===== config.mk =====
export PLATFORM = sky130hd
export DESIGN_NAME = run_bench_ctrl
export DESIGN_NICKNAME = d
export VERILOG_FILES = /design/src/rtl/run_bench_ctrl.sv
export SDC_FILE = /design/constraint.sdc
export NUM_CORES = 1
export LEC_CHECK = 0
export ABC_AREA = 1
export BUFFER_PORTS_ARGS = -buffer_cell sky130_fd_sc_hd__buf_2
export CORE_MARGIN = 2
export CORE_UTILIZATION = 55
export CTS_BUF_LIST = sky130_fd_sc_hd__clkbuf_4 sky130_fd_sc_hd__clkbuf_8
export DETAILED_ROUTE_END_ITERATION = 16
export MAX_ROUTING_LAYER = met4
export PLACE_DENSITY_LB_ADDON = 0.15
export REMOVE_ABC_BUFFERS = 1
export SLEW_MARGIN = 20
export SYNTH_ARGS = -nofsm -noshare
export SYNTH_HDL_FRONTEND = slang
export SYNTH_SLANG_ARGS = --single-unit

===== constraint.sdc =====
create_clock -name clk -period 13.9 [get_ports clk]
set_input_delay 3.475 -clock clk [delete_from_list [all_inputs] [get_ports clk]]
set_output_delay 3.475 -clock clk [all_outputs]
set_load 0.03 [all_outputs]

===== src/rtl/run_bench_ctrl.sv =====
// Benchmark sequencer: issues back-to-back DUT start pulses, times each run
// from start to ready rising edge, and keeps last/min/max/total latency stats.
module run_bench_ctrl #(
    parameter int DATA_W  = 32,
    parameter int CNT_W   = 32,
    parameter int RUNS_W  = 8,
    parameter int TIMEOUT = 0
) (
    input  logic              clk,
    input  logic              rst,
    input  logic              go,
    input  logic [RUNS_W-1:0] num_runs,
    output logic              dut_start,
    input  logic              dut_ready,
    input  logic [DATA_W-1:0] dut_data,
    output logic              busy,
    output logic              done,
    output logic              timeout_err,
    output logic [RUNS_W-1:0] run_idx,
    output logic [CNT_W-1:0]  last_cycles,
    output logic [CNT_W-1:0]  min_cycles,
    output logic [CNT_W-1:0]  max_cycles,
    output logic [CNT_W-1:0]  total_cycles,
    output logic [DATA_W-1:0] last_data
);

    typedef enum logic [2:0] {IDLE, START, WAIT, GAP, DONE} state_t;

    localparam logic [CNT_W-1:0] CNT_MAX = '1;
    localparam logic [CNT_W-1:0] TO_LIM  = CNT_W'(TIMEOUT);

    state_t              state, state_nxt;
    logic [CNT_W-1:0]    cnt;
    logic [CNT_W-1:0]    lat;
    logic [RUNS_W-1:0]   runs;
    logic [RUNS_W:0]     idx_inc;
    logic                ready_q;
    logic                rise;
    logic                expire;
    logic                more;

    function automatic logic [CNT_W-1:0] sat_inc(input logic [CNT_W-1:0] a);
        return (a == CNT_MAX) ? a : a + {{(CNT_W-1){1'b0}}, 1'b1};
    endfunction

    function automatic logic [CNT_W-1:0] sat_add(input logic [CNT_W-1:0] a,
                                                 input logic [CNT_W-1:0] b);
        logic [CNT_W:0] s;
        s = {1'b0, a} + {1'b0, b};
        return s[CNT_W] ? CNT_MAX : s[CNT_W-1:0];
    endfunction

    // The counter holds edges-1 during WAIT, so the latency of this edge is cnt+1.
    assign lat     = sat_inc(cnt);
    assign rise    = dut_ready & ~ready_q;
    assign expire  = (TIMEOUT != 0) && (lat >= TO_LIM);
    assign idx_inc = {1'b0, run_idx} + {{RUNS_W{1'b0}}, 1'b1};
    assign more    = idx_inc < {1'b0, runs};

    always_ff @(posedge clk or posedge rst) begin
        if (rst) state <= IDLE;
        else     state <= state_nxt;
    end

    always_comb begin
        state_nxt = state;
        dut_start = 1'b0;
        busy      = 1'b1;
        done      = 1'b0;
        case (state)
            IDLE: begin
                busy = 1'b0;
                if (go) state_nxt = START;
            end
            START: begin
                dut_start = 1'b1;
                state_nxt = WAIT;
            end
            WAIT: begin
                if (rise)        state_nxt = more ? GAP : DONE;
                else if (expire) state_nxt = DONE;
            end
            GAP:  state_nxt = START;
            DONE: begin
                done      = 1'b1;
                state_nxt = IDLE;
            end
            default: state_nxt = IDLE;
        endcase
    end

    always_ff @(posedge clk or posedge rst) begin
        if (rst) begin
            ready_q      <= 1'b0;
            cnt          <= '0;
            runs         <= '0;
            run_idx      <= '0;
            timeout_err  <= 1'b0;
            last_cycles  <= '0;
            min_cycles   <= '0;
            max_cycles   <= '0;
            total_cycles <= '0;
            last_data    <= '0;
        end else begin
            ready_q <= dut_ready;
            case (state)
                IDLE: begin
                    if (go) begin
                        runs         <= (num_runs == '0) ? {{(RUNS_W-1){1'b0}}, 1'b1} : num_runs;
                        run_idx      <= '0;
                        timeout_err  <= 1'b0;
                        last_cycles  <= '0;
                        min_cycles   <= '0;
                        max_cycles   <= '0;
                        total_cycles <= '0;
                        last_data    <= '0;
                    end
                end
                START: cnt <= '0;
                WAIT: begin
                    cnt <= lat;
                    // Completion takes priority over a timeout on the same edge.
                    if (rise) begin
                        last_cycles  <= lat;
                        last_data    <= dut_data;
                        total_cycles <= sat_add(total_cycles, lat);
                        if (run_idx == '0 || lat < min_cycles) min_cycles <= lat;
                        if (run_idx == '0 || lat > max_cycles) max_cycles <= lat;
                        if (more) run_idx <= idx_inc[RUNS_W-1:0];
                    end else if (expire) begin
                        timeout_err <= 1'b1;
                    end
                end
                default: ;
            endcase
        end
    end

endmodule


==> metrics.yaml <==
status:
  outcome: "finished, final reports clean"
sta:
  skew_ps: 17.4
  maxSlewViolCount: 0
  fin_tns_setup_ps: 0
  period_needed_ps: 5830
  setup_viol: 0
  finalHoldViolations: 0
  relSlewSlack_pct: 38.8
  setup_slack_ps: 8070
  rsz0062_at_grt: "no"
  fmax_mhz: 171
  tightest_slew_ps: 918
  finalCritPeriodShare_pct: 42.0
global_route:
  track_usage_pct: 29.2
  gr-total-overflow: 0
  grt_pass1_wl_mm: 54.9
  antenna_found_initial: 0
  grt_max_degree: 149
  grt_pass1_vias: 11000
pwr:
  peakVddDrop_v: 0.000100
  p_leak_uw: 0.00818
  combinationalPowerShare_pct: 32.4
  power.internal_uw: 1220
  power_switching_share_pct: 39.3
  power.density_nw_per_um2: 137
  seq_power_share_pct: 35.0
  p_clk_share_pct: 32.7
  power.switching_uw: 786
worst_setup_path:
  r2r_end: "max_cycles[28]"
  cp.required_ps: 14300
  rrSetupSlack_ps: 8670
  cp-startpoint: "dut_ready"
  crit_path_top_delay_cell: "clkinv_2"
  cp-end-kind: "flop"
  worstSetupPathType: "in2reg"
  cp_top_family: "buffers and inverters"
  start_kind: "input pin"
  cp-endpoint: "max_cycles[28]"
  arrival_ps: 6230
  r2r_cells: 24
  crit_fanout: 60
  worstSetupPathDepth: 12
  r2r-start: "cnt[0]"
  cp_cell_sequence: "buf_2, inv_1, o21ai_0, o21ai_1, a21oi_4, buf_4, clkinv_2, a21oi_4, buf_4, inv_1, nand2_1, o21ai_1"
  critPathBufInv: 6
  crit_path_max_incr_delay_ps: 500
detailed_routing:
  ant_nets: 0
  num_vias: 11300
  drt-vias-per-instance: 5.45
  wl_per_cell_um: 16.3
  dr.pass1.iters: 5
  drtIter0Drc: 712
  remaining_drc_errors: 0
  wl_mm: 33.8
logic_synthesis:
  ys.flop_type: "dfrtp_1"
  netlist_instances: 1562
  yosys_warnings: 0
  async_reset_ff_share_pct: 100
  synth_area_leader_cell: "dfrtp_1"
  synth_edf_count: 0
  synth_top_area_share_pct: 42.4
  ys_seq_area_share_pct: 42.4
  synth_seq_cells: 212
  syn-cell-area_um2: 12500
  ys_top_cells_by_area: "dfrtp_1 (42%), nand2_1 (13%), ha_1 (10%), o21ai_0 (5.6%), inv_1 (5.6%)"
  synth_cell_types: 49
  avgSynthCellArea_um2: 8.01
finish:
  drive_gt1_share_pct: 16.9
  area_growth_pct: 16.7
  fin_nets: 1923
  n_antenna_cell: 0
placed_design:
  dp_worst_setup_slack_ps: 7420
  dpl.hpwl_mm: 24.7
  io_buffers: 214
  place.gp.congestion: 0.912
run:
  max_cap_violations: 0
clock_network:
  cts_tree: "yes"
  root_buffer: "clkbuf_8"
  cts_buffers: 36
  post_cts_buffers: 0
  postCtsHoldBufs: 0
  clockBufferDepth: 3
  cts.reportedPaths.clkPinSlew_ps: 60
  clock-sinks: 212
  h-tree-depth: 2
  cts_resized: 0
  clk_latency_ps: 530
worst_hold_path:
  hold_class: "reg2reg"
  hold_start: "last_cycles[25]"
floorplan:
  die_height_um: 155
  initial_utilization_pct: 55.6
  row_count: 55
  coreArea_um2: 22500
  ios: 216
  die-area_um2: 24000
  die_w_um: 155
==> flip-flops by register name, indices dropped and copies added, names as in the netlist <==
| register | count |
|---|---|
| runs | 8 |
| cnt | 32 |
| total_cycles | 32 |
| state | 3 |
| ready_q | 1 |
| last_cycles | 32 |
| last_data | 32 |
| run_idx | 8 |
| min_cycles | 32 |
| max_cycles | 32 |
==> Yosys cell counts (5+ instances only) <==
library cell and number:
a211oi_1 5, a21o_1 6, a21oi_1 87, a22o_1 32
a31oi_1 5, buf_2 18, clkbuf_1 23, dfrtp_1 212
ha_1 105, inv_1 187, nand2_1 419, nand3_1 76
nand4_1 13, nor2_1 77, nor3_1 23, nor4_1 10
o21a_1 5, o21ai_0 141, o21ai_1 10, or2_2 7
xnor2_1 8, xor2_1 43
==> cells by family after synthesis <==
logic type	synth area share, %
fa+ha+maj	10.7
simple gates	21.3
compound gates	14.4
flops	42.4
xor+xnor	3.57
other cells	0.0300
buf+inv	7.65
==> power by group through the flow <==
stage | clock [uW] | combinational [uW] | sequential, uW
finish | 654 | 648 | 700
global route | 686 | 722 | 707
CTS | 663 | 653 | 701
detailed placement | 0 | 651 | 710
global placement | 0 | 637 | 710
floorplan | 0 | 366 | 764
==> worst register-to-register path, stage by stage (launching register included) <==
cell and delay [ps]:
dfrtp_1 420, ha_1 210, inv_1 70, nor2_2 200
nand2_1 80, nor2_1 180, o2111ai_1 230, nor2_1 230
nand2_1 170, nor2_1 190, nand2_1 90, xor2_1 450
ha_1 210, nand2_1 60, nor2_1 250, nand4_1 210
nor4_1 470, o21ai_0 170, nand2_1 100, nand2_1 80
a21oi_4 110, buf_4 500, inv_1 250, nand2_1 110
o21ai_1 70
==> cell type report <==
| class | count | area, um2 |
|---|---|---|
| Clock inverter | 11 | 180 |
| Sequential cell | 212 | 5310 |
| Tap cell | 285 | 357 |
| Multi-Input combinational cell | 1111 | 6260 |
| Fill cell | 2028 | 7890 |
| Timing Repair Buffer | 221 | 1120 |
| Clock buffer | 49 | 649 |
| Inverter | 191 | 732 |
==> metrics by stage <==
step	utilization [%]	cell area, um2	hold slack, ps	power [uW]	std cells
after floorplan	-	12300	464	1130	1514
after global placement	61.2	13800	461	1350	2020
after detailed placement	61.2	13800	467	1360	2020
after CTS	64.9	14600	482	2020	2080
after global routing	64.9	14600	489	2110	2080
final	64.9	14600	478	2000	2080
==> routing by layer <==
metal  up-vias  track usage (%)  part of all wire, %
met2       360             45.6                   45
met1      5351             39.6                   46
met4         0             8.95                  2.7
met3        61             4.71                  5.9
met5         -                -                    0
li1       5573                -                    -
==> how the worst min path moves through the flow <==
stage                           end  slack, ps  cells past startpoint
detailed placement  last_cycles[13]        470                      2
finish              last_cycles[25]        480                      2
CTS                 last_cycles[24]        480                      2
floorplan                   runs[0]        460                      1
global placement    last_cycles[12]        460                      2
global route        last_cycles[23]        490                      2
==> placed cells by master (no fill, tap or decap), types with 13 or more instances in the layout <==
cell type  count
buf_2        214
a22o_1        32
clkbuf_8      45
nand3_1       76
dfrtp_1      212
nor3_1        23
nand2_1      419
o21ai_0      141
nor2_1        77
a21oi_1       87
nand4_1       13
ha_1         105
inv_1        186
xor2_1        43
(Power assumes the default switching activity.)
